File: src/rtl/mips_perf_monitor.sv
// mips_perf_monitor: live performance counters for the mips_16b pipeline
// (cycles, retired instructions, load-use stalls, branch stalls), frozen on
// program halt, with an atomic snapshot streamed as four words over valid/ready.
module mips_perf_monitor #(
  parameter int unsigned CNT_W = 32
) (
  input  logic             clk,
  input  logic             reset,
  input  logic             clk_en,
  input  logic             retire,
  input  logic             load_stall,
  input  logic             branch_stall,
  input  logic             halt,
  input  logic             snap_req,
  input  logic             rd_ready,
  output logic [CNT_W-1:0] cycle_count,
  output logic [CNT_W-1:0] instr_count,
  output logic [CNT_W-1:0] load_stall_count,
  output logic [CNT_W-1:0] branch_stall_count,
  output logic             halted,
  output logic             snap_busy,
  output logic             rd_valid,
  output logic [CNT_W-1:0] rd_data,
  output logic [1:0]       rd_idx
);

  typedef enum logic {IDLE, STREAM} state_e;

  state_e                 state_q, state_d;
  logic [3:0][CNT_W-1:0]  cnt_q, cnt_d;
  logic [3:0][CNT_W-1:0]  snap_q, snap_d;
  logic [1:0]             rd_idx_q, rd_idx_d;
  logic                   halted_q, halted_d;
  logic                   auto_pend_q, auto_pend_d;

  logic                   count_en;
  logic [3:0]             events;
  logic                   start;

  // Counter increments: index 0 counts every enabled cycle, 1..3 count events
  always_comb begin
    count_en = clk_en & ~halted_q;
    events   = {branch_stall, load_stall, retire, 1'b1};
    for (int unsigned i = 0; i < 4; i++) begin
      cnt_d[i] = cnt_q[i] + CNT_W'(count_en & events[i]);
    end
  end

  // Sticky halt plus the auto-snapshot request it raises; a pending request
  // survives an in-progress dump and is consumed when a new dump starts
  always_comb begin
    halted_d    = halted_q | (clk_en & halt);
    start       = (state_q == IDLE) & (snap_req | auto_pend_q);
    auto_pend_d = (halted_d & ~halted_q) | (auto_pend_q & ~start);
  end

  // Readout FSM: capture snapshot on start, step through four words on handshakes
  always_comb begin
    state_d  = state_q;
    snap_d   = snap_q;
    rd_idx_d = rd_idx_q;
    case (state_q)
      IDLE: begin
        if (start) begin
          state_d  = STREAM;
          snap_d   = cnt_q;
          rd_idx_d = '0;
        end
      end
      STREAM: begin
        if (rd_ready) begin
          if (rd_idx_q == 2'd3) begin
            state_d  = IDLE;
            rd_idx_d = '0;
          end else begin
            rd_idx_d = rd_idx_q + 2'd1;
          end
        end
      end
      default: state_d = IDLE;
    endcase
  end

  // State registers with synchronous reset
  always_ff @(posedge clk) begin
    if (reset) begin
      state_q     <= IDLE;
      cnt_q       <= '0;
      snap_q      <= '0;
      rd_idx_q    <= '0;
      halted_q    <= 1'b0;
      auto_pend_q <= 1'b0;
    end else begin
      state_q     <= state_d;
      cnt_q       <= cnt_d;
      snap_q      <= snap_d;
      rd_idx_q    <= rd_idx_d;
      halted_q    <= halted_d;
      auto_pend_q <= auto_pend_d;
    end
  end

  // Output mapping
  always_comb begin
    cycle_count        = cnt_q[0];
    instr_count        = cnt_q[1];
    load_stall_count   = cnt_q[2];
    branch_stall_count = cnt_q[3];
    halted             = halted_q;
    snap_busy          = (state_q == STREAM);
    rd_valid           = (state_q == STREAM);
    rd_idx             = rd_idx_q;
    rd_data            = snap_q[rd_idx_q];
  end

endmodule

File: config.mk
export PLATFORM = sky130hd
export DESIGN_NAME = mips_perf_monitor
export DESIGN_NICKNAME = d
export VERILOG_FILES = /design/src/rtl/mips_perf_monitor.sv
export SDC_FILE = /design/constraint.sdc
export NUM_CORES = 1
export LEC_CHECK = 0
export ABC_AREA = 1
export CORE_UTILIZATION = 55
export CTS_CLUSTER_SIZE = 14
export DETAILED_ROUTE_END_ITERATION = 12
export GPL_TIMING_DRIVEN = 0
export PLACE_DENSITY_LB_ADDON = 0.25
export SLEW_MARGIN = 20
export SYNTH_ARGS = -nofsm -noshare
export SYNTH_HDL_FRONTEND = slang
export SYNTH_SLANG_ARGS = --single-unit
File: constraint.sdc
create_clock -name clk -period 3.3 [get_ports clk]
set_clock_uncertainty 0.05 [all_clocks]
set_input_delay 0.66 -clock clk [delete_from_list [all_inputs] [get_ports clk]]
set_output_delay 0.66 -clock clk [all_outputs]
set_load 0.05 [all_outputs]
Word level (Yosys, flattened, before mapping). Cells that the tools add are included.

Output and inout port bits: 165. Flip-flop bits (word level): 261. Bits of input ports: 9.

$lt $le $gt $ge: 1. $add $sub $neg: 5. Equal/unequal tests: 3. Reductions and logical operators: 2. Multiplexer cells: 10. Bitwise operators: 14.

Operators with widths (number): $add 32x1->32 (4); $bmux 32 s2 (1); $mux 32 (1); $and 1x1->1 (8); $mux 2 (3); $ne 2x2->1 const B (2); $pmux 2 s2 (1); $reduce_and 2->1 (2); $lt 2x3->1 const B (1); $mux 1 (3); $not 1->1 (3); $or 1x1->1 (3); $add 2x1->2 const B (1); $eq 2x2->1 const B (1); $pmux 1 s2 (1).

Longest topological paths before layout. Gate-level depths: netlist of the first run.

Word-level depth: 5. Mapped depth: 12. Gate-level depth less buffers: 12.

Worst setup path after synthesis of the first run. No wires, ideal clock.

Path kind: register -> output. Start: reg rd_idx_q[0] (netlist: rd_idx[0]). End: out rd_data[22]. Slack: 520 ps. Data arrival time: 2070 ps. Data required time: 2590 ps. Cell stages (with the launch flop): 5. Cells stage by stage: dfxtp_1 > buf_2 > clkbuf_1 > nor2_1 > o22ai_1.

Longest elaborated chain between the ends: 2.

Ends and longest elaborated chain: start, declared (line 32) `logic [1:0] rd_idx_q, rd_idx_d;`; start signal, assigned (line 97) `rd_idx_q <= rd_idx_d;`; $bmux 32 s2 (line 113) `rd_data = snap_q[rd_idx_q];`; $mux 32 (implied by the code) (line 113); end, declared (line 23) `output logic [CNT_W-1:0] rd_data,`.

Every way passes these cells. The select of a mux whose other input is x is not followed.

Worst setup path after layout of the first run.
Start: reg rd_idx_q[0] (netlist: rd_idx[0]). End: out rd_data[0].

The elaborated chain is that of the path after synthesis.

==> metrics.md, run 1 <==
| Metric | Value |
|---|---|
| Outcome | complete, no violations |
| H-tree depth | 1 |
| Layout area overhead | 24.1% |
| Top-area cell type share of the netlist area | 0.439 |
| Worst Slack Setup Final | 0.0879 ns |
| Global-route wire length before repair | 62500 um |
| Cell variety after synth | 31 |
| Yosys top cell by area | dfxtp_1 |
| Setup TNS Final | 0 ns |
| Synth Flop Type | dfxtp_1 |
| Pleak | 5.65 nW |
| 1st-iter DRT viols | 1070 |
| Req. time, crit path | 2.59 ns |
| Comb power frac | 0.132 |
| Period minus WS final | 3.21 ns |
| Syn Inst Count | 1771 |
| DRC Markers | 0 |
| Synth Warn # | 0 |
| Layout cells sized above 1 | 0.0683 |
| Ranking of synthesized cells by area | dfxtp_1, nor2_1, nand2_1 |
| Slew Limit Fails | 0 |
| Reg-to-reg critical path startpoint | halted |
| Synthesized area per cell | 6.72 um2 |
| Synth async-reset ratio | 0 |
| RSZ-0062 raised after global routing | false |
| Cell Int Power | 5.21 mW |
| Worst EP arrival | 2.50 ns |
| Core Region | 21100 um2 |
| R2R depth | 12 |
| Final period util | 0.973 |
| Worst setup path class | flop to primary output |
| Pre-CTS setup slack | 0.0967 ns |
| Sink Count | 261 |
| Final setup violation count | 0 |
| Via/cell ratio | 5.55 |
| Post-CTS setup buffer count | 0 |
| Sequential area share after synthesis | 0.439 |
| I/O Buffers | 173 |
| Largest net degree at the start of global routing | 15 |
| Worst hold path depth | 2 |
| Antenna violations before repair | 0 |
| Max Cap Viol | 0 |
| Clock-pin slew on the worst setup and hold paths | 0.06 ns |
| Most common cell in the netlist | nor2_1 |
| Worst reg2reg setup slack | 0.82 ns |
| Type of the worst min-delay path | flop to flop |
| Cts hold-fix bufs | 0 |
| Worst-Skew Late Latency | 0.54 ns |
| Drt first pass iters | 8 |
| Worst setup SP type | flop |
| Post-Route WL | 40500 um |
| Hold_ws | 0.437 ns |
| Slew HR | 0.295 |
| ANT cells | 0 |
| Sw Ratio | 0.287 |
| Total power draw | 7.31 mW |
| HP Start | auto_pend_q |
| Final Hold Vio Count | 0 |
| GR Overflow Total | 0 |
| Post-synthesis cell area | 11900 um2 |
| CTS Buf Count | 27 |
| Die ar. | 22200 um2 |
| Sequential Power Share | 0.466 |
| Tot GR Track Use | 0.364 |
| Pwr dens | 495 nW/um2 |
| Final ANT Viol Nets | 0 |
| Design Area, Final | 14800 um2 |
| WL per Instance | 17.9 um |
| CTS tree | built |
| Initial core utilization | 0.564 |
| CTS root buffer | clkbuf_16 |
| Hold worst-path end | auto_pend_q |
| Max Clk Rate | 0.311 GHz |
| Worst-margin pin slew | 1.06 ns |
| Crit Path Max Fanout | 10 |
| Cts repair resizes | 62 |
| Die width | 149 um |
| Reg-to-Reg End | instr_count[30] |
| Peak supply drop | 428 uV |
| Yosys reg bits | 261 |
| Number of global-route vias before repair | 11.6k |
| GP Congestion | 1.03 |
| DP Area | 14000 um2 |
| Synth top cells by count | nor2_1, nand2_1, dfxtp_1, o21ai_0, a21oi_1 |
| Post-DP HPWL | 30400 um |
| Die Height | 149 um |
| Switch Pwr | 2.10 mW |
| EDFF count, synth | 0 |
| Nets | 1992 |
| Net Count, Synth | 1790 |
| Clock Power Share | 0.401 |
| Row count | 53 |
| I/O pins | 174 |
| DR vias | 12.6k |
| Maximum clock path buffer count | 3 |
| Crit end category | primary output |
-- registers in the layout, summed over array words and instances, names as in the netlist --
signal / count
snap_q: 128
branch_stall_count: 32
cycle_count: 32
instr_count: 32
load_stall_count: 32
rd_idx: 2
auto_pend_q: 1
halted: 1
rd_valid: 1
-- routing by layer --
layer / vias up / global-route usage / wire length (um)
li1: 6131 / - / -
met1: 5763 / 0.487 / 17200
met2: 590 / 0.570 / 18000
met3: 101 / 0.0688 / 3550
met4: 0 / 0.161 / 1760
met5: - / 0 / 0
-- cell type report --
class / instances / area (um2)
inverters: 100 / 375
repair buffers: 173 / 1680
plain buffers: 76 / 327
fillers: 1848 / 6320
flip-flops and latches: 261 / 5230
clock buffers: 38 / 787
well taps: 275 / 344
multi-input cells: 1334 / 5980
clock inverters: 9 / 52.6
-- per-stage QoR --
step,std cells,utilization
floorplan,1771,-
global placement,2219,0.663
detailed placement,2219,0.663
CTS,2266,0.702
global route,2266,0.700
finish,2266,0.700
-- worst max-delay path by stage --
stage / end / from / depth (start not counted)
final: rd_data[0] / rd_idx[0] / 5
after global routing: rd_data[1] / rd_idx[0] / 5
after CTS: rd_data[22] / rd_idx[0] / 7
after detailed placement: instr_count[30] / clk_en / 12
after global placement: instr_count[12] / clk_en / 11
after floorplan: rd_data[22] / rd_idx[0] / 4
-- cell usage in the layout (no fill, tap or decap), types with 6 or more instances in the layout --
cell and n:
nor3_1 9, o22ai_1 32, buf_1 7, o21ai_0 211
clkdlybuf4s15_2 13, nand2_1 294, o21a_1 6, clkbuf_16 27
clkdlybuf4s50_1 141, ha_1 10, nor2_2 16, clkinv_2 6
clkbuf_8 7, clkbuf_2 15, a21oi_1 122, buf_2 19
inv_1 97, nor2_1 524, clkbuf_1 48, xor2_1 6
nand3_1 62, nand2_2 6, nor2_4 8, o21ai_1 9
dfxtp_1 261
-- worst max-delay path, stage by stage, from the launching register on --
cell and delay, ns:
dfxtp_1 0.44, buf_2 0.26, clkbuf_1 0.35, nor2_1 0.09, o22ai_1 0.25, dlygate4sd2_1 0.57
-- power by group through the flow --
| stage | combinational, mW | clock (mW) | sequential, mW |
|---|---|---|---|
| after floorplan | 0.629 | 0 | 3.45 |
| after global placement | 0.965 | 0 | 3.47 |
| after detailed placement | 0.979 | 0 | 3.47 |
| after CTS | 0.957 | 2.93 | 3.40 |
| after global routing | 1.04 | 3.06 | 3.42 |
| final | 0.966 | 2.94 | 3.41 |
-- kinds of logic (layout without fill, tap and decap cells) --
logic type | Yosys count | after routing | share of synthesized area
and+or+nand+nor | 936 | 936 | 0.321
AOI/OAI and AO/OA | 381 | 381 | 0.166
DFF | 261 | 261 | 0.439
buffers and inverters | 176 | 396 | 0.0588
adders and majority gates | 10 | 10 | 0.0105
xor gates and xnor gates | 7 | 7 | 0.00515
Power figures use the tool's default switching activity.
==> inputs of run 2 (changes only) <==
--- a/config.mk
+++ b/config.mk
@@ -7,9 +7,9 @@
 export LEC_CHECK = 0
 export ABC_AREA = 1
 export CORE_UTILIZATION = 55
+export CTS_BUF_LIST = sky130_fd_sc_hd__clkbuf_8
 export CTS_CLUSTER_SIZE = 14
 export DETAILED_ROUTE_END_ITERATION = 12
-export GPL_TIMING_DRIVEN = 0
 export PLACE_DENSITY_LB_ADDON = 0.25
 export SLEW_MARGIN = 20
 export SYNTH_ARGS = -nofsm -noshare
==> metrics.md, run 2 (synthesized netlist as in run 1, its figures left out) <==
| Metric | Value |
|---|---|
| Clock-pin slew on the worst setup and hold paths | 0.06 ns |
| I/O pins | 174 |
| Crit Path Max Fanout | 32 |
| Die Height | 149 um |
| Row count | 53 |
| CTS Buf Count | 44 |
| Crit-path cells | clkinvlp_4 > o21ai_0 > o22ai_1 > buf_4 |
| 1st-iter DRT viols | 1254 |
| Drt first pass iters | 5 |
| CP bufs+invs | 2 |
| Max Clk Rate | 0.324 GHz |
| Outcome | complete, no violations |
| Sw Ratio | 0.286 |
| WL per Instance | 16.8 um |
| Type of the worst min-delay path | flop to flop |
| Via/cell ratio | 5.62 |
| Number of global-route vias before repair | 11.3k |
| Area of the multi-input gates | 5980 um2 |
| Nets | 1943 |
| CTS tree | built |
| Final ANT Viol Nets | 0 |
| Comb power frac | 0.128 |
| Crit end category | primary output |
| Cell Int Power | 5.29 mW |
| Max reg flops | 128 |
| Largest net degree at the start of global routing | 163 |
| Worst EP arrival | 2.38 ns |
| Fill cell total of the finished layout | 1796 |
| Worst reg2reg setup slack | 0.92 ns |
| Req. time, crit path | 2.59 ns |
| Slowest stage delay, CP | 0.57 ns |
| Clock Power Share | 0.414 |
| Sink Count | 261 |
| Delay-heaviest family, CP | buffers and inverters |
| DP Area | 13700 um2 |
| Post-Route WL | 37500 um |
| Design Area, Final | 14700 um2 |
| Switch Pwr | 2.12 mW |
| Pwr dens | 505 nW/um2 |
| Global-route wire length before repair | 58800 um |
| Antenna violations before repair | 0 |
| RSZ-0062 raised after global routing | false |
| H-tree depth | 2 |
| Slew HR | 0.404 |
| I/O Buffers | 173 |
| Die width | 149 um |
| GP Congestion | 0.930 |
| Slew Limit Fails | 0 |
| Final Hold Vio Count | 0 |
| Maximum clock path buffer count | 3 |
| Worst-margin pin slew | 0.893 ns |
| ANT cells | 0 |
| Worst-Skew Late Latency | 0.56 ns |
| Peak supply drop | 328 uV |
| DR vias | 12.5k |
| Worst setup SP type | flop |
| DRC Markers | 0 |
| Tot GR Track Use | 0.336 |
| Register Area | 5230 um2 |
| Max stage delay cell, worst path | dfxtp_1 |
| Pleak | 5.71 nW |
| Commonest non-fill, non-tap cell in the layout | nor2_1 |
| Max Cap Viol | 0 |
| Layout cells sized above 1 | 0.0781 |
| Final setup violation count | 0 |
| Setup TNS Final | 0 ns |
| Sequential Power Share | 0.458 |
| Most flop-heavy register | snap_q |
| Initial core utilization | 0.564 |
| GR Overflow Total | 0 |
| Core Region | 21100 um2 |
| Final period util | 0.936 |
| Post-DP HPWL | 26400 um |
| Commonest non-fill, non-tap cells in the layout | nor2_1, nand2_1, dfxtp_1, o21ai_0, clkdlybuf4s50_1 |
| Period minus WS final | 3.09 ns |
| Die ar. | 22200 um2 |
| Worst setup path class | flop to primary output |
| Layout area overhead | 23.2% |
| CTS root buffer | clkbuf_8 |
run 2: cell count changes in the layout (fill, tap and decap cells not counted), sizes merged, moves of 2 or more:
cell,before,now
buf,30,42
bufinv,0,2
clkbuf,97,58
clkdlybuf4s15,15,0
clkinv,7,5
dlygate4sd2,3,0
inv,99,112
run 2: per-layer routing:
| layer | track usage | part of all wire | vias to the layer above |
|---|---|---|---|
| met1 | 0.450 | 0.41 | 5776 |
| li1 | - | - | 6051 |
| met3 | 0.0508 | 0.089 | 111 |
| met5 | 0 | 0 | - |
| met2 | 0.519 | 0.45 | 607 |
| met4 | 0.186 | 0.050 | 0 |
run 2: repair_timing:
item | in CTS | in global routing
resized for setup | 0 | 1
hold buffers | 0 | 0
setup buffers | 0 | 0
setup endpoints to repair | 0 | 1
run 2: final cells by class:
type,count,area share
timing repair buffer,183,0.122
clock inverter,22,0.0102
multi-input combinational,1334,0.408
sequential,261,0.356
tap,275,0.0235
inverter,100,0.0260
clock buffer,58,0.0544
run 2: final timing paths:
| path | depth (start not counted) | endpoint | from |
|---|---|---|---|
| setup / recovery | 4 | rd_data[21] | rd_idx[1] |
| hold / removal | 2 | auto_pend_q | auto_pend_q |
| setup reg to reg | 12 | instr_count[26] | halted |
| hold reg to reg | 2 | auto_pend_q | auto_pend_q |
run 2: power groups by stage:
stage	registers (mW)	clock network, mW	logic, mW
3_3_place_gp	3.45	0	0.915
2_1_floorplan	3.45	0	0.629
6_report	3.39	3.07	0.945
4_1_cts	3.39	3.10	0.936
5_1_grt	3.40	3.22	1.02
3_5_place_dp	3.45	0	0.927
run 2: worst min-delay path, cell delays in order (launching register included):
cell and delay [ns]:
dfxtp_1 0.32, nand2_1 0.06, a21oi_1 0.05
run 2: stage by stage:
stage | cells | hold slack, ns | worst slack (ns) | total power [mW] | utilization
6_report | 2233 | 0.428 | 0.211 | 7.41 | 0.695
3_5_place_dp | 2153 | 0.418 | 0.283 | 4.38 | 0.650
3_3_place_gp | 2153 | 0.417 | 0.359 | 4.36 | 0.650
4_1_cts | 2233 | 0.427 | 0.122 | 7.42 | 0.695
2_1_floorplan | 1771 | 0.407 | 0.520 | 4.08 | -
5_1_grt | 2233 | 0.443 | 0.0641 | 7.64 | 0.695
